==> config.mk <==
export PLATFORM = sky130hd
export DESIGN_NAME = mdu
export DESIGN_NICKNAME = d
export VERILOG_FILES = /design/src/rtl/mdu.sv
export SDC_FILE = /design/constraint.sdc
export NUM_CORES = 1
export LEC_CHECK = 0
export CORE_AREA = 2 2 220 222
export CTS_CLUSTER_DIAMETER = 200
export DETAILED_ROUTE_END_ITERATION = 6
export DIE_AREA = 0 0 222 224
export GPL_TIMING_DRIVEN = 0
export PLACE_DENSITY_LB_ADDON = 0.2
export SETUP_SLACK_MARGIN = 0.05
export SYNTH_ARGS = -nofsm -noshare
export SYNTH_HDL_FRONTEND = slang
export SYNTH_SLANG_ARGS = --single-unit
==> constraint.sdc <==
create_clock -name clk_i -period 4.33 [get_ports clk_i]
set_input_delay 0.866 -clock clk_i [delete_from_list [all_inputs] [get_ports clk_i]]
set_output_delay 0.866 -clock clk_i [all_outputs]
set_load 0.05 [all_outputs]
==> src/rtl/mdu.sv <==
// Iterative RV32M multiply/divide unit: shift-add multiply, restoring divide, one bit per cycle.
// Define MDU_FAST_MUL_EN to replace the iterative multiply with a single-cycle product.
module mdu #(
  parameter int unsigned XLEN = 32
) (
  input  logic            clk_i,
  input  logic            rst_i,
  input  logic            start_i,
  input  logic [2:0]      op_i,
  input  logic [XLEN-1:0] src1_i,
  input  logic [XLEN-1:0] src2_i,
  input  logic            flush_i,
  output logic            busy_o,
  output logic            done_o,
  output logic [XLEN-1:0] result_o
);

  localparam int unsigned     CntW    = $clog2(XLEN);
  localparam logic [CntW-1:0] CntLast = CntW'(XLEN - 1);
  localparam logic [XLEN-1:0] MinNeg  = {1'b1, {(XLEN-1){1'b0}}};

  localparam logic [2:0] OpMul    = 3'd0;
  localparam logic [2:0] OpMulh   = 3'd1;
  localparam logic [2:0] OpMulhsu = 3'd2;
  localparam logic [2:0] OpMulhu  = 3'd3;
  localparam logic [2:0] OpDiv    = 3'd4;
  localparam logic [2:0] OpDivu   = 3'd5;
  localparam logic [2:0] OpRem    = 3'd6;
  localparam logic [2:0] OpRemu   = 3'd7;

  typedef enum logic [1:0] {StIdle, StCalc, StFix} state_e;

  state_e            state_q, state_d;
  logic [2:0]        op_q, op_d;
  logic [XLEN-1:0]   a_q, a_d;    // multiplicand or divisor magnitude
  logic [XLEN-1:0]   hi_q, hi_d;  // product high half or partial remainder
  logic [XLEN-1:0]   lo_q, lo_d;  // multiplier/product low half or dividend/quotient
  logic [CntW-1:0]   cnt_q, cnt_d;
  logic              neg_q, neg_d;
  logic              spec_q, spec_d;
  logic              done_q, done_d;
  logic [XLEN-1:0]   result_q, result_d;

  logic              s1_neg, s2_neg;
  logic [XLEN-1:0]   abs1, abs2;
  logic [XLEN:0]     mul_sum;
  logic              div_ge;
  logic [XLEN-1:0]   div_diff;
  logic [2*XLEN-1:0] prod;

  assign s1_neg   = src1_i[XLEN-1];
  assign s2_neg   = src2_i[XLEN-1];
  assign abs1     = s1_neg ? -src1_i : src1_i;
  assign abs2     = s2_neg ? -src2_i : src2_i;
  assign mul_sum  = {1'b0, hi_q} + (lo_q[0] ? {1'b0, a_q} : '0);
  assign div_ge   = {hi_q, lo_q[XLEN-1]} >= {1'b0, a_q};
  // Remainder stays below the divisor, so the modular XLEN-bit difference is exact.
  assign div_diff = {hi_q[XLEN-2:0], lo_q[XLEN-1]} - a_q;
  assign prod     = neg_q ? -{hi_q, lo_q} : {hi_q, lo_q};

`ifdef MDU_FAST_MUL_EN
  logic signed [2*XLEN+1:0] fast_a, fast_b, fast_prod;
  assign fast_a    = {{(XLEN+2){((op_q == OpMulh) || (op_q == OpMulhsu)) & a_q[XLEN-1]}}, a_q};
  assign fast_b    = {{(XLEN+2){(op_q == OpMulh) & lo_q[XLEN-1]}}, lo_q};
  assign fast_prod = fast_a * fast_b;
`endif

  always_comb begin
    state_d  = state_q;
    op_d     = op_q;
    a_d      = a_q;
    hi_d     = hi_q;
    lo_d     = lo_q;
    cnt_d    = cnt_q;
    neg_d    = neg_q;
    spec_d   = spec_q;
    done_d   = 1'b0;
    result_d = result_q;

    unique case (state_q)
      StIdle: begin
        if (start_i && !flush_i) begin
          op_d    = op_i;
          cnt_d   = '0;
          spec_d  = 1'b0;
          hi_d    = '0;
          state_d = StCalc;
          case (op_i)
            OpMul:    begin a_d = src1_i; lo_d = src2_i; neg_d = 1'b0;            end
            OpMulh:   begin a_d = abs1;   lo_d = abs2;   neg_d = s1_neg ^ s2_neg; end
            OpMulhsu: begin a_d = abs1;   lo_d = src2_i; neg_d = s1_neg;          end
            OpMulhu:  begin a_d = src1_i; lo_d = src2_i; neg_d = 1'b0;            end
            OpDiv:    begin a_d = abs2;   lo_d = abs1;   neg_d = s1_neg ^ s2_neg; end
            OpDivu:   begin a_d = src2_i; lo_d = src1_i; neg_d = 1'b0;            end
            OpRem:    begin a_d = abs2;   lo_d = abs1;   neg_d = s1_neg;          end
            default:  begin a_d = src2_i; lo_d = src1_i; neg_d = 1'b0;            end
          endcase
          // Special results are parked in lo_q and emitted unmodified by FIX.
          if (op_i[2] && (src2_i == '0)) begin
            spec_d  = 1'b1;
            lo_d    = op_i[1] ? src1_i : '1;
            state_d = StFix;
          end else if (((op_i == OpDiv) || (op_i == OpRem)) && (src1_i == MinNeg) &&
                       (src2_i == '1)) begin
            spec_d  = 1'b1;
            lo_d    = op_i[1] ? '0 : src1_i;
            state_d = StFix;
          end
`ifdef MDU_FAST_MUL_EN
          if (!op_i[2]) begin
            a_d     = src1_i;
            lo_d    = src2_i;
            neg_d   = 1'b0;
            state_d = StFix;
          end
`endif
        end
      end
      StCalc: begin
        cnt_d = cnt_q + 1'b1;
        if (op_q[2]) begin
          hi_d = div_ge ? div_diff : {hi_q[XLEN-2:0], lo_q[XLEN-1]};
          lo_d = {lo_q[XLEN-2:0], div_ge};
        end else begin
          hi_d = mul_sum[XLEN:1];
          lo_d = {mul_sum[0], lo_q[XLEN-1:1]};
        end
        if (cnt_q == CntLast) state_d = StFix;
      end
      StFix: begin
        state_d = StIdle;
        done_d  = 1'b1;
        if (spec_q) begin
          result_d = lo_q;
        end else begin
          case (op_q)
            OpMul:                     result_d = prod[XLEN-1:0];
            OpMulh, OpMulhsu, OpMulhu: result_d = prod[2*XLEN-1:XLEN];
            OpDiv, OpDivu:             result_d = neg_q ? -lo_q : lo_q;
            default:                   result_d = neg_q ? -hi_q : hi_q;
          endcase
`ifdef MDU_FAST_MUL_EN
          if (!op_q[2]) begin
            result_d = (op_q == OpMul) ? fast_prod[XLEN-1:0] : fast_prod[2*XLEN-1:XLEN];
          end
`endif
        end
      end
      default: state_d = StIdle;
    endcase

    if (flush_i) begin
      state_d  = StIdle;
      done_d   = 1'b0;
      result_d = result_q;
    end
  end

  always_ff @(posedge clk_i) begin
    if (rst_i) begin
      state_q  <= StIdle;
      op_q     <= '0;
      a_q      <= '0;
      hi_q     <= '0;
      lo_q     <= '0;
      cnt_q    <= '0;
      neg_q    <= 1'b0;
      spec_q   <= 1'b0;
      done_q   <= 1'b0;
      result_q <= '0;
    end else begin
      state_q  <= state_d;
      op_q     <= op_d;
      a_q      <= a_d;
      hi_q     <= hi_d;
      lo_q     <= lo_d;
      cnt_q    <= cnt_d;
      neg_q    <= neg_d;
      spec_q   <= spec_d;
      done_q   <= done_d;
      result_q <= result_d;
    end
  end

  assign busy_o   = (state_q != StIdle);
  assign done_o   = done_q;
  assign result_o = result_q;

endmodule

==> metrics.txt <==
post-synth cell types=99; TritonRoute pass-1 iters=6; P_sw=2160 µW; flop2flop setup slack=about 180 ps; clk_skew=13.8 ps; power share of the combinational group=39.8%; final setup fails=0; Slew Limit Headroom=30.8%; top cells by area, synth=dfxtp_1 (17%), a21oi_1 (6.7%), o21ai_0 (6.3%); switching portion of total power=a little over two fifths; first-pass GRT wire length=between 100,000 and 150,000 µm; Post-Syn Instances=roughly 2,400; number of synthesized flops with an enable pin=0; Site Rows=80; WP data arrival=approximately 4600 ps; CTS root buffer=clkbuf_16; WL per Instance=30.4 µm; die width=between 200 and 250 µm; simple-gate area share of the yosys netlist=a little under a quarter; IO Port Bufs=around 70; synthesized area=around 16,000 µm²; element type at the critical path start=primary input; num ports=roughly 110; Post-synth top cells=nand2_1 (235), a21oi_1 (220), o21ai_0 (208); Synth Area in Adders=about 5.7%; main combinational cell family by area after synthesis=compound AO/OA/AOI/OAI gates; yosys warns=0; Final min period=between 4000 and 5000 ps; drt drc=0; Pwr Density=roughly 270 nW/µm²; Initial Util=between 30% and 40%; number of global-route vias before repair=about 19,000; setup_tns=0 ps; # nets final=roughly 2,600; Placed Cells incl. Taps=just over 3,000; net count after synthesis=approximately 2,500; Initial DRC Count=between 2,000 and 2,500; Die H=224 µm; Max Slew Vio Count=0; number of CTS-inserted buffers=17; Core Area=between 40,000 and 50,000 µm²; Finished Layout Cells=between 3,000 and 4,000; CP endpoint kind=register; Clock Latency Late Sink=480 ps; share of power burned in registers=between 20% and 30%; layout cells sized above 1=~5.5%; Peak Freq=236 MHz; sequential-to-total area share from yosys stat=between 10% and 20%; post-synthesis mux area share=3.37%; Final Hold Violating Endpoints=0; RSZ-0062 raised after global routing=no; Fin Hold WS=453 ps; Clock Path Buffers=2; total gr overflow=0; largest net degree at the start of global routing=17; Synth Area in XOR/XNOR=under 10%; area taken by multi-input logic gates=12,500 µm²; worst min path class=register to register; TritonCTS clock tree=yes; asr flop ratio synth=0%; Layout area overhead=13.8%; Synth Area in Compound Gates=34.0%; fillers=5,204; antenna violations before repair=0; register area=around 2800 µm²; top cell type's share of synthesized area=roughly 17%; top-count cell post-synth=nand2_1; Final GP Congestion=roughly 1.0; Reg clk slew, reported paths=60 ps; Synth Register Bits=around 140; critical path class=primary input to register; CP Data Required Time=4660 ps; Syn Area/Cell=approximately 7 µm²; number of max-cap violations=0; DIE AREA=between 40,000 and 50,000 µm²; Pint=around 2800 µW; crit share post-route=between 90% and 100%; via count=20,200; leak pwr=roughly 0.0068 µW; CP Max Fanout=10; post-DP HPWL=74,400 µm; antenna-violating nets left=0; CTS H-tree depth=4; worst vdd ir=~0.00024 V; Synth area leader=dfxtp_1; Detailed Route WL=roughly 94,000 µm; # hold bufs at CTS=0; slew at the pin with the worst max-slew slack=about 1000 ps; vias per cell=about 6.5; status=finished, final reports clean; Sink Count=141; dominant synthesized flop cell=dfxtp_1; clock power share=around a third; gr usage total=37.1%
==> final cells by class <==
type	count	share of cell area (%)
plain buffers	220	4.68
repair buffers	80	4.23
well taps	615	4.11
inverters	83	1.67
multi-input cells	1939	67.0
clock buffers	17	2.27
diodes	2	0.0268
flip-flops and latches	141	15.1
clock inverters	15	0.943
==> layout by cell type (no fill, tap or decap), types with 37 or more instances in the layout <==
master	netlist	routed
nor3_1	55	54
xnor2_1	102	102
clkdlybuf4s50_1	0	71
ha_1	71	71
nor2_1	200	200
nand3_1	54	54
xor2_1	70	69
nand2_1	235	235
a21oi_1	220	220
o21ai_0	208	207
a31oi_1	41	41
o211ai_1	42	42
dfxtp_1	141	140
inv_1	80	80
mux2i_1	37	37
clkbuf_1	184	180
a211oi_1	39	38
==> stage by stage <==
| stage | power, µW | worst slack [ps] | util [%] | cell area [µm²] |
|---|---|---|---|---|
| 6_report | 4990 | 101 | 39.5 | 18700 |
| 5_1_grt | 5150 | 77.3 | 39.5 | 18700 |
| 4_1_cts | 4910 | 53.3 | 39.3 | 18600 |
| 3_5_place_dp | 3330 | -1140 | 37.8 | 17900 |
| 3_3_place_gp | 3330 | -1210 | 37.8 | 17900 |
| 2_1_floorplan | 2580 | 818 | - | 16400 |
==> critical path: stages <==
cell	delay, ps
clkdlybuf4s50_1	470
clkbuf_1	360
clkinv_1	290
clkbuf_1	660
buf_1	760
nand2_1	430
o211ai_1	240
nand3_1	170
a22oi_1	240
nor2_1	60
==> layer usage <==
metal  track usage [%]  wire, µm
met5                 0         0
met4              26.0      7340
met3              5.42      7410
met2              59.7     42200
met1              45.8     37500
==> power by group through the flow <==
| stage | clock network (µW) | registers, µW | logic [µW] |
|---|---|---|---|
| after global routing | 1640 | 1430 | 2080 |
| after floorplan | 0 | 1420 | 1160 |
| after detailed placement | 0 | 1450 | 1880 |
| after global placement | 0 | 1450 | 1880 |
| after CTS | 1600 | 1420 | 1890 |
| final | 1580 | 1420 | 1990 |
==> final timing paths <==
check           from  endpoint  cells after the start
max          op_i[2]  lo_q[11]                     10
min          a_q[19]   a_q[19]                      2
max reg2reg  hi_q[2]  hi_q[31]                     12
min reg2reg  a_q[19]   a_q[19]                      2
==> state kept, by name, summed over array words and instances, names as in the netlist, 2 cells and up <==
signal	flops
a_q	32
hi_q	32
lo_q	32
result_o	32
cnt_q	5
op_q	3
state_q	2
==> cell families after synthesis <==
kind of cell / after synthesis
xor gates and xnor gates: 172
muxes: 50
AOI/OAI and AO/OA: 870
buffers and inverters: 303
and+or+nand+nor: 774
DFF: 141
adders and majority gates: 73
==> what timing repair did <==
action | 4_1_cts | 5_1_grt
endpoints found under the setup margin | 83 | 44
resized for setup | 10 | 20
setup buffers | 5 | 3
pin swaps | 4 | 1
Power figures use the tool's default switching activity.
